File: src/rtl/mux_scan_pkg.sv
// Shared types and sizing for the mux scan sampler.
package mux_scan_pkg;

    localparam int NUM_CH = 8;
    localparam int SEL_W  = 3;
    localparam int CNT_W  = 4;

    typedef enum logic [1:0] {
        ST_IDLE   = 2'd0,
        ST_SETTLE = 2'd1,
        ST_SAMPLE = 2'd2,
        ST_DONE   = 2'd3
    } scan_state_e;

endpackage

File: src/rtl/mux_settle_timer.sv
// Loadable down-counter that times the settle window on each mux channel.
// Counting stops at zero, so it never wraps.
module mux_settle_timer
    import mux_scan_pkg::*;
(
    input  logic             clk,
    input  logic             rst_n,
    input  logic             load,
    input  logic [CNT_W-1:0] load_val,
    input  logic             dec,
    output logic [CNT_W-1:0] count,
    output logic             zero
);

    logic [CNT_W-1:0] cnt_q;

    // Load has priority over decrement.
    always_ff @(posedge clk or negedge rst_n) begin
        if (!rst_n) begin
            cnt_q <= '0;
        end else if (load) begin
            cnt_q <= load_val;
        end else if (dec && (cnt_q != '0)) begin
            cnt_q <= cnt_q - CNT_W'(1);
        end
    end

    assign count = cnt_q;
    assign zero  = (cnt_q == '0);

endmodule

File: src/rtl/mux_scan_sampler.sv
// Scan controller for an 8:1 select mux. It steps S through 0..7 and
// holds each channel for SETTLE+1 cycles. On the last edge of each window
// it samples f. The eight samples are packed into one byte, which is
// offered downstream over a valid/ready handshake.
//
// Build option: MUX_SCAN_CONTINUOUS_EN. When this macro is defined, a
// completed handshake restarts the scan immediately instead of returning
// to IDLE.
//
// state  | meaning
// -------+------------------------------------------------------------
// IDLE   | waiting for start, S parked at 0
// SETTLE | S held while the settle timer counts down
// SAMPLE | f captured into shift bit S, then advance or finish
// DONE   | byte presented with valid=1 until ready is seen
module mux_scan_sampler
    import mux_scan_pkg::*;
#(
    parameter int SETTLE = 1
) (
    input  logic              clk,
    input  logic              rst_n,
    input  logic              start,
    input  logic              f,
    output logic [SEL_W-1:0]  S,
    output logic [NUM_CH-1:0] data,
    output logic              valid,
    input  logic              ready,
    output logic              busy
);

    localparam logic [CNT_W-1:0] SETTLE_V = CNT_W'(SETTLE);
    localparam logic [SEL_W-1:0] LAST_CH  = SEL_W'(NUM_CH - 1);
    // With no settle time, each channel is a single SAMPLE cycle.
    localparam scan_state_e CH_ENTRY = (SETTLE == 0) ? ST_SAMPLE : ST_SETTLE;

    scan_state_e       state_q;
    logic [SEL_W-1:0]  sel_q;
    logic [NUM_CH-1:0] shift_q;
    logic [NUM_CH-1:0] shift_d;
    logic [NUM_CH-1:0] data_q;
    logic              valid_q;
    logic              busy_q;

    logic              tmr_load;
    logic              tmr_dec;
    logic [CNT_W-1:0]  tmr_count;
    logic              tmr_zero;
    logic              settle_last;
    logic              handshake;

    assign handshake   = valid_q && ready;
    // The window ends on the edge where the count steps from 1 to 0.
    assign settle_last = tmr_zero || (tmr_count == CNT_W'(1));

    // Shift-register image with the current sample merged in, plus timer control.
    always_comb begin
        shift_d          = shift_q;
        shift_d[sel_q]   = f;
        tmr_load         = 1'b0;
        tmr_dec          = (state_q == ST_SETTLE);
        case (state_q)
            ST_IDLE:   tmr_load = start;
            ST_SAMPLE: tmr_load = (sel_q != LAST_CH);
`ifdef MUX_SCAN_CONTINUOUS_EN
            ST_DONE:   tmr_load = handshake;
`endif
            default:   tmr_load = 1'b0;
        endcase
    end

    mux_settle_timer u_timer (
        .clk      (clk),
        .rst_n    (rst_n),
        .load     (tmr_load),
        .load_val (SETTLE_V),
        .dec      (tmr_dec),
        .count    (tmr_count),
        .zero     (tmr_zero)
    );

    // Scan sequencer with registered select, shift, byte, valid and busy.
    always_ff @(posedge clk or negedge rst_n) begin
        if (!rst_n) begin
            state_q <= ST_IDLE;
            sel_q   <= '0;
            shift_q <= '0;
            data_q  <= '0;
            valid_q <= 1'b0;
            busy_q  <= 1'b0;
        end else begin
            case (state_q)
                ST_IDLE: begin
                    sel_q <= '0;
                    if (start) begin
                        shift_q <= '0;
                        busy_q  <= 1'b1;
                        state_q <= CH_ENTRY;
                    end
                end
                ST_SETTLE: begin
                    if (settle_last) begin
                        state_q <= ST_SAMPLE;
                    end
                end
                ST_SAMPLE: begin
                    shift_q <= shift_d;
                    if (sel_q == LAST_CH) begin
                        data_q  <= shift_d;
                        valid_q <= 1'b1;
                        state_q <= ST_DONE;
                    end else begin
                        sel_q   <= sel_q + SEL_W'(1);
                        state_q <= CH_ENTRY;
                    end
                end
                ST_DONE: begin
                    // A start seen on the handshake cycle is deliberately dropped.
                    if (handshake) begin
                        valid_q <= 1'b0;
                        sel_q   <= '0;
`ifdef MUX_SCAN_CONTINUOUS_EN
                        shift_q <= '0;
                        state_q <= CH_ENTRY;
`else
                        busy_q  <= 1'b0;
                        state_q <= ST_IDLE;
`endif
                    end
                end
                default: begin
                    state_q <= ST_IDLE;
                    busy_q  <= 1'b0;
                    valid_q <= 1'b0;
                end
            endcase
        end
    end

    assign S     = sel_q;
    assign data  = data_q;
    assign valid = valid_q;
    assign busy  = busy_q;

endmodule

File: config.mk
export PLATFORM = sky130hd
export DESIGN_NAME = mux_scan_sampler
export DESIGN_NICKNAME = d
export VERILOG_FILES = /design/src/rtl/mux_scan_pkg.sv /design/src/rtl/mux_settle_timer.sv /design/src/rtl/mux_scan_sampler.sv
export SDC_FILE = /design/constraint.sdc
export NUM_CORES = 1
export LEC_CHECK = 0
export CAP_MARGIN = 20
export CORE_MARGIN = 5
export CORE_UTILIZATION = 40
export CTS_CLUSTER_DIAMETER = 50
export DETAILED_ROUTE_END_ITERATION = 7
export HOLD_SLACK_MARGIN = 0.02
export SYNTH_ARGS = -nofsm -noshare
export SYNTH_HDL_FRONTEND = slang
export SYNTH_SLANG_ARGS = --single-unit
File: constraint.sdc
create_clock -name clk -period 2.8 [get_ports clk]
set_input_delay 0.42 -clock clk [delete_from_list [all_inputs] [get_ports clk]]
set_output_delay 0.42 -clock clk [all_outputs]
set_load 0.02 [all_outputs]
* Word level (Yosys, flattened, before mapping) *
Cells that the tools add are included.

storage, ports and cells
  bits in registers = 27
  input bits = 5
  word-level logic and storage cells = 61

operators by class
  add/subtract/negate cells = 2
  $lt $le $gt $ge = 2
  equality and inequality tests = 11
  muxes and demuxes = 21
  reduce and logical (&&, ||, !) cells = 18

operator list
  kind                   count
  $pmux W8 S2            1
  $reduce_and A3 Y1      4
  $ne A2 B2 Y1 const B   5
  $pmux W3 S3            1
  $bwmux W8              1
  $mux W2                4
  $mux W4                2
  $mux W8                1
  $pmux W2 S4            1
  $reduce_bool A2 Y1     4
  $mux W3                2
  $pmux W1 S2            3
  $eq A2 B2 Y1 const B   2
  $eq A4 B1 Y1 const B   1
  $logic_not A4 Y1       1
  $lt A3 B4 Y1 const B   1
  $mux W1                4
  $reduce_and A2 Y1      2
  $reduce_bool A4 Y1     1
  $sub A4 B1 Y4 const B  1
  $add A3 B1 Y3 const B  1
  $demux W1 S3           1
  $eq A3 B3 Y1 const B   1
  $ge A3 B1 Y1 const B   1
  other kinds (6)        8

* Depth between registers and ports, before layout *
Gate-level depths: netlist of the first run.

  depth after elaboration = 6
  gate-level depth with buffers = 8
  depth with buffers taken out = 6

* Modules after synthesis *
A second synthesis of the first run with hierarchy kept.

second synthesis, totals
  cell total of the unflattened synthesis = 137
  area total of the unflattened synthesis = 1500.2 µm²

modules (own cells, without submodules)
  module            instances  cells an instance  area an instance (µm²)  seq. area each (µm²)
  mux_scan_sampler  1          110                1229.9                  575.6
  mux_settle_timer  1          27                 270.3                   100.1

* Worst setup path after synthesis of the first run *
No wires, ideal clock.

  path type = register to register
  from = register sel_q[0], in the netlist S[0]
  to = register data_q[7], in the netlist data[7]
  setup time = 0.127 ns
  data arrival time = 1.558 ns
  data required time = 2.673 ns
  path slack = 1.115 ns
  cell stages (with the launch flop) = 9
  clock period less this slack = 1.685 ns
  cell sequence = dfrtp_1 -> ha_1 -> ha_1 -> buf_2 -> and2_1 -> buf_2 -> buf_4 -> nor2_1 -> a21oi_1

on the way
  word-level cells in the longest chain between the ends = 5
  elaborated cells between the ends (all ways) = 8
  classes of those cells = 2 x order compare; 1 x eq/ne; 3 x mux; 2 x reduce/logical

ends and longest elaborated chain
  item                                                                RTL line                 text
  start, declared                                                     mux_scan_sampler.sv:38   logic [SEL_W-1:0] sel_q;
  start signal, assigned                                              mux_scan_sampler.sv:113  sel_q <= sel_q + SEL_W'(1);
  $lt A3 B4 Y1 (not written as such) or $ge A3 B1 Y1 (tied branches)  mux_scan_sampler.sv:59   shift_d[sel_q] = f;
  $logic_and A1 B1 Y1 (not written as such)                           mux_scan_sampler.sv:59
  $mux W1 (not written as such)                                       mux_scan_sampler.sv:59
  $demux W1 S3                                                        mux_scan_sampler.sv:59
  $bwmux W8                                                           mux_scan_sampler.sv:59
  end signal, assigned                                                mux_scan_sampler.sv:109  data_q <= shift_d;
  end, declared                                                       mux_scan_sampler.sv:41   logic [NUM_CH-1:0] data_q;

Several ways; a longest one is shown, not always the timed one.
A chain may end at the register's enable or synchronous reset.

* Worst setup path after layout of the first run *
  from = register sel_q[0], in the netlist S[0]
  to = output S[0]

RTL lines
  item           RTL line                text
  end, declared  mux_scan_sampler.sv:25  output logic [SEL_W-1:0] S,

No word-level cell between the ends.

==> results of run 1 <==
[how the worst min path moves through the flow]
stage	start	to	depth (start not counted)	slack [ns]
after floorplan	rst_n	S[0]$_DFFE_PN0P_	0	0.12
after global routing	rst_n	u_timer.count[1]$_DFFE_PN0P_	2	0.48
after global placement	shift_q[0]$_DFFE_PN0P_	shift_q[0]$_DFFE_PN0P_	2	0.46
after CTS	rst_n	u_timer.count[2]$_DFFE_PN0P_	2	0.45
final	rst_n	u_timer.count[1]$_DFFE_PN0P_	2	0.44
after detailed placement	shift_q[4]$_DFFE_PN0P_	shift_q[4]$_DFFE_PN0P_	2	0.48
[state kept, by name (all words and copies together) (netlist names)]
register,flops
u_timer.count,4
data,8
shift_q,8
S,3
busy,1
valid,1
state_q,2
[where the power goes]
part	total [mW]	internal, mW	switching [mW]
logic	0.747	0.324	0.423
registers	0.622	0.499	0.124
clock network	0.169	0.0558	0.113
[layer usage]
layer	vias up	global-route usage (%)	share of wire (%)
li1	543	-	-
met5	-	0	0
met1	513	16.7	49
met2	13	20.4	46
met3	4	2.03	3.1
met4	0	4.47	1.3
[cells by family after synthesis]
| kind of cell | Yosys count |
|---|---|
| AND/OR/NAND/NOR | 51 |
| AO/OA/AOI/OAI | 35 |
| flip-flops | 27 |
| buffers and inverters | 15 |
| multiplexers | 11 |
| adder cells (fa/ha/maj) | 10 |
| XOR/XNOR | 2 |
[metrics by stage]
stage                     hold WS, ns  cells
after floorplan                 0.124    151
after global routing            0.476    211
after CTS                       0.454    211
final                           0.442    211
after detailed placement        0.476    207
after global placement          0.462    207
[cell type report]
cell class	count	area share, %
flip-flops and latches	27	40.9
repair buffers	18	10.8
inverters	7	1.59
well taps	46	3.49
clock buffers	4	1.59
multi-input cells	109	41.6
[cell usage after synthesis (all sizes together) (2+ instances only)]
cell / instances / share of area (%)
dfrtp: 27 / 47
buf: 7 / 2.6
nor2: 17 / 4.5
ha: 10 / 8.7
a22oi: 2 / 1.0
nand3: 4 / 1.4
o21ai: 13 / 4.5
xor2: 2 / 1.2
nand2: 21 / 5.5
mux2i: 11 / 7.7
inv: 7 / 1.8
a22o: 2 / 1.2
nor3: 3 / 1.0
a21oi: 11 / 3.8
==> impl_results.md, run 1 <==
* Sequential cell area fraction in the yosys report at 47.2%
* Final setup skew at 0.00950 ns
* Area taken by flip-flops and latches at 676 um^2
* Largest family of logic cells by synthesized area: simple AND/OR/NAND/NOR gates
* Total global routing track utilization at 12.5%
* Flip-flop and latch count after synthesis at 27
* HPWL after DPL at 2160 um
* Run status: finished clean
* Share of the synthesized area in compound gates (AO/OA/AOI/OAI) at between 10% and 20%
* Combined area of the multi-input logic cells at approximately 690 um^2
* Maximum number of pins on one net before global-route repair at 28
* Critical path cell sequence: clkdlybuf4s50_1
* Req. time, crit path at 2.38 ns
* Synth Warn # at 0
* Worst max-slew margin expressed relative to the limit at 61.2%
* Reg-to-reg critical path startpoint: S[0]$_DFFE_PN0P_
* Total chip power at 1.54 mW
* Mux share of post-synthesis cell area at 7.70%
* CP Launch Point: S[0]$_DFFE_PN0P_
* Share of synthesized flip-flops with an asynchronous set or reset at 100%
* 1st-pass router iterations at 4
* Total global routing overflow at 0
* Maximum clock path buffer count at 2
* Number of antenna violations at the first check in global routing at 0
* Post-synthesis net count at between 150 and 200
* Count of endpoints failing setup in the final report at 0
* Arrival time at the worst endpoint at ~1.6 ns
* Number of antenna-violating nets in the routed design at 0
* Share of cells above drive strength 1 at 3.03%
* Post-synthesis share of cell area spent on and, or, nand and nor gates at around 15%
* Synth-to-Final Area Change at 15.4%
* Root buf cell: sky130_fd_sc_hd__clkbuf_4
* Post-CTS Resized at 0
* Quantity of hold-fixing buffers added after cts at 0
* Port buffer count at 17
* Via Count at about 1100
* Wirelength per Cell at 13.6 um
* Most common library cell in the layout ignoring fill and taps: sky130_fd_sc_hd__dfrtp_1
* Family with the most delay on the worst path: buffers and inverters
* Arithmetic-cell share of the synthesized area counting full adders, half adders and majority gates at 8.75%
* Final period utilization at 71.9%
* Post-detailed-placement cell area at 1620 um^2
* Count of flip-flops with a built-in enable after synthesis at 0
* Maximum cell stage delay along the critical path at 0.68 ns
* Total number of cells along the worst setup path at 1
* Count of buffer and inverter cells on the critical path at 1
* Die footprint at 4870 um^2
* Number of placed I/O pins at 18
* Primary FF master, synth: sky130_fd_sc_hd__dfrtp_1
* Number of antenna diodes at 0
* Net count of the finished layout at between 150 and 200
* Detailed-route vias per instance at 5.09
* Final weighted congestion of routability-driven global placement at 0.797
* Commonest non-fill, non-tap cells in the layout: sky130_fd_sc_hd__dfrtp_1 (27), sky130_fd_sc_hd__nand2_1 (21), sky130_fd_sc_hd__nor2_1 (17), sky130_fd_sc_hd__clkdlybuf4s50_1 (17)
* Die width at 69.8 um
* Initial core utilization at between 40% and 50%
* Slowest CP cell: sky130_fd_sc_hd__clkdlybuf4s50_1
* Element type at the critical path end: output pin
* Critical Path Sink: S[0]
* Transition time at the pin with the least slew margin at 0.582 ns
* Kind of critical path: flip-flop to output pin
* Clock tree from TritonCTS: done
* Global-route wire length before repair at about 5000 um
* Maximum frequency from static timing analysis at between 400 and 500 MHz
* Number of buffers created by CTS at 3
* Number of setup buffers added after CTS at 0
* Final critical-path required period at 2.01 ns
* Lkg Pwr at between 0.7 and 0.8 nW
* Class of the worst hold path: input pin to async pin
* Worst reg2reg endpoint: data[0]$_DFFE_PN0P_
* Clock Pin Slew Worst Setup and Hold Paths at about 0.15 ns
* Filler cell count in the final layout at approximately 320
* Number of max-cap violations at 0
* Clock sink count at 27
* Kind of start point of the critical path: flip-flop
* PnR worst setup slack at 0.787 ns
* Post-Synthesis Mean Instance Area at 9.47 um^2
* Unrepaired setup endpoints after global routing: false
* Area of the mapped netlist at 1430 um^2
* Setup slack of the worst register-to-register path at ~0.8 ns
* Distinct cells, synth at 30
* Worst Reg-to-Reg Cells at 5
* Critical path peak fanout at 13
* Final-layout setup total negative slack at 0 ns
* Dpl ws at 0.832 ns
* Maximum resistive drop on vdd at about 0.38 mV
* Number of remaining DRC errors at 0
* Number of core rows at 21
* Die boundary height at between 60 and 70 um
* Post-detailed-routing wire length at 2860 um
* Clock latency on the worst-skew pair at 0.32 ns
* Final standard cell area without fillers at around 1700 um^2
* Gate Count Post-Synth at roughly 150
* Vias in the first global route at 1045
* Xor and xnor area share after synthesis at 1.22%
* CTS HTree Levels at 1
* Final design utilization at 48.7%
* Detailed router's first-iteration violation count at 72
* Pins Over Slew Limit at 0
* Total core area at 3390 um^2
* Power density relative to cell area at 932 nW/um^2
* Final Hold Viols at 0
Note: power is estimated with default switching activity, not from simulation.
==> run 2: changes to the inputs <==
==> constraint.sdc (replaced) <==
create_clock -name clk -period 2.08 [get_ports clk]
set_input_delay 0.312 -clock clk [delete_from_list [all_inputs] [get_ports clk]]
set_output_delay 0.312 -clock clk [all_outputs]
set_load 0.02 [all_outputs]
==> run 2 against run 1 <==
Against the previous run: first-iteration DRC count up 78%; non-clock buffer count up 2; via count about the same; count of clock-buffer cells in the layout down 1; worst setup slack worse by 0.60 ns; register-to-register slack worse by 0.52 ns; power up 36%; clock skew up 0.0020 ns; clock power up 36%; sequential power up 27%; critical path type unchanged; cell count up 0.95%; combinational power up 45%.
==> impl_results.md, run 2 (synthesized netlist as in run 1, its figures left out) <==
* Clock tree from TritonCTS: done
* Worst max-slew margin expressed relative to the limit at 60.3% (-0.91 points)
* Number of setup buffers added after CTS at 0 (unchanged)
* Final standard cell area without fillers at 1670 um^2 (+0.99%)
* Number of buffers created by CTS at 3 (unchanged)
* Maximum number of pins on one net before global-route repair at 28 (unchanged)
* Wirelength per Cell at 13.2 um (-2.6%)
* Count of buffer and inverter cells on the critical path at 1 (unchanged)
* Maximum cell stage delay along the critical path at 0.68 ns (about the same)
* Clock latency on the worst-skew pair at 0.33 ns (about the same)
* Unrepaired setup endpoints after global routing: false
* Arrival time at the worst endpoint at 1.58 ns (about the same)
* Initial core utilization at 42.2% (unchanged)
* Critical path cell sequence: clkdlybuf4s50_1
* Number of antenna violations at the first check in global routing at 0 (unchanged)
* Quantity of hold-fixing buffers added after cts at 0 (unchanged)
* Kind of start point of the critical path: flip-flop
* Die boundary height at 69.8 um (unchanged)
* PnR worst setup slack at 0.190 ns (-0.597 ns)
* Slowest CP cell: sky130_fd_sc_hd__clkdlybuf4s50_1
* Number of remaining DRC errors at 0 (unchanged)
* Global-route wire length before repair at 5020 um (+1.1%)
* Run status: finished clean
* Share of cells above drive strength 1 at 4.79% (+1.8 points)
* CTS HTree Levels at 1 (unchanged)
* Die footprint at 4870 um^2 (unchanged)
* Clock Pin Slew Worst Setup and Hold Paths at 0.15 ns (about the same)
* Final-layout setup total negative slack at 0 ns (unchanged)
* Net count of the finished layout at 183 (+1.1%)
* Final critical-path required period at 1.89 ns
* Dpl ws at 0.292 ns (-0.540 ns)
* Most common library cell in the layout ignoring fill and taps: sky130_fd_sc_hd__dfrtp_1
* Count of endpoints failing setup in the final report at 0 (unchanged)
* Maximum clock path buffer count at 2 (unchanged)
* Critical path peak fanout at 12 (-1)
* Number of antenna diodes at 0 (unchanged)
* Lkg Pwr at 0.777 nW (+1.7%)
* Combined area of the multi-input logic cells at 687 um^2 (unchanged)
* Number of max-cap violations at 0 (unchanged)
* HPWL after DPL at 2060 um (-4.6%)
* Final cell count without fillers at 213 (+0.95%)
* Vias in the first global route at 1057 (+1.1%)
* Root buf cell: sky130_fd_sc_hd__clkbuf_4
* Filler cell count in the final layout at 309 (-2.8%)
* Total global routing track utilization at 12.6% (+0.098 points)
* Final weighted congestion of routability-driven global placement at 0.812 (+1.8%)
* Port buffer count at 17 (unchanged)
* Transition time at the pin with the least slew margin at 0.592 ns (+0.00971 ns)
* Worst hold slack across all endpoints at 0.327 ns (-0.115 ns)
* Post-detailed-placement cell area at 1640 um^2 (+0.92%)
* Req. time, crit path at 1.77 ns (-0.61 ns)
* Total core area at 3390 um^2 (unchanged)
* Via Count at 1072 (-0.093%)
* Detailed router's first-iteration violation count at 128 (+78%)
* Number of placed I/O pins at 18 (unchanged)
* Synth-to-Final Area Change at 16.5%
* Pins Over Slew Limit at 0 (unchanged)
* Maximum resistive drop on vdd at 0.639 mV (+67%)
* Post-CTS Resized at 0 (unchanged)
* Detailed-route vias per instance at 5.03 (-1.0%)
* Clock sink count at 27 (unchanged)
* Post-detailed-routing wire length at 2820 um (-1.7%)
* Element type at the critical path end: output pin
* Area taken by flip-flops and latches at 676 um^2 (unchanged)
* Number of core rows at 21 (unchanged)
* Total global routing overflow at 0 (unchanged)
* Commonest non-fill, non-tap cells in the layout: sky130_fd_sc_hd__dfrtp_1 (27), sky130_fd_sc_hd__nand2_1 (21), sky130_fd_sc_hd__nor2_1 (17), sky130_fd_sc_hd__clkdlybuf4s50_1 (17)
* Maximum frequency from static timing analysis at 529 MHz
* Final period utilization at 90.8%
* Class of the worst hold path: input pin to async pin
* Total chip power at 2.09 mW (+36%)
* Family with the most delay on the worst path: buffers and inverters
* Number of antenna-violating nets in the routed design at 0 (unchanged)
* Final Hold Viols at 0 (unchanged)
* Final setup skew at 0.0115 ns (+0.00200 ns)
* 1st-pass router iterations at 4 (unchanged)
* Cells after DPL at 209 (+0.97%)
* Die width at 69.8 um (unchanged)
* Power density relative to cell area at 1260 nW/um^2 (+35%)
* Final design utilization at 49.2% (+0.48 points)
* Kind of critical path: flip-flop to output pin
-- run 2: layer usage --
layer	share of wire, %	wire length (um)	vias to the layer above	track usage (%)
met5	0	0	-	0
met4	0.60	17	0	3.19
met3	4.5	128	2	4.35
met2	46	1300	23	19.6
met1	49	1370	499	16.7
li1	-	-	548	-
-- run 2: power by group --
part	internal, mW	switching, mW
Sequential	0.672	0.118
Combinational	0.458	0.619
Clock	0.0723	0.157
-- run 2: final cells by class --
type | count | share of cell area (%)
clock buffer | 3 | 1.35
clock inverter | 1 | 0.300
sequential | 27 | 40.5
timing repair buffer | 20 | 11.6
multi-input combinational | 109 | 41.2
inverter | 7 | 1.58
tap | 46 | 3.45
-- run 2: final timing paths --
| path | endpoint | slack, ns | depth (start not counted) | startpoint |
|---|---|---|---|---|
| max | S[2] | 0.19 | 1 | S[2]$_DFFE_PN0P_ |
| min | valid$_DFFE_PN0P_ | 0.33 | 2 | rst_n |
| max reg2reg | data[1]$_DFFE_PN0P_ | 0.28 | 4 | S[2]$_DFFE_PN0P_ |
| min reg2reg | shift_q[0]$_DFFE_PN0P_ | 0.50 | 2 | shift_q[0]$_DFFE_PN0P_ |
| max in group asynchronous | shift_q[5]$_DFFE_PN0P_ | 1.49 | 2 | rst_n |
| min in group clk | shift_q[0]$_DFFE_PN0P_ | 0.50 | 2 | shift_q[0]$_DFFE_PN0P_ |
-- run 2: worst register-to-register path, cell delays in order, from the launching register on --
cell	delay (ns)
sky130_fd_sc_hd__dfrtp_1	0.57
sky130_fd_sc_hd__ha_1	0.37
sky130_fd_sc_hd__and2_1	0.55
sky130_fd_sc_hd__nor2_1	0.08
sky130_fd_sc_hd__a21oi_1	0.15
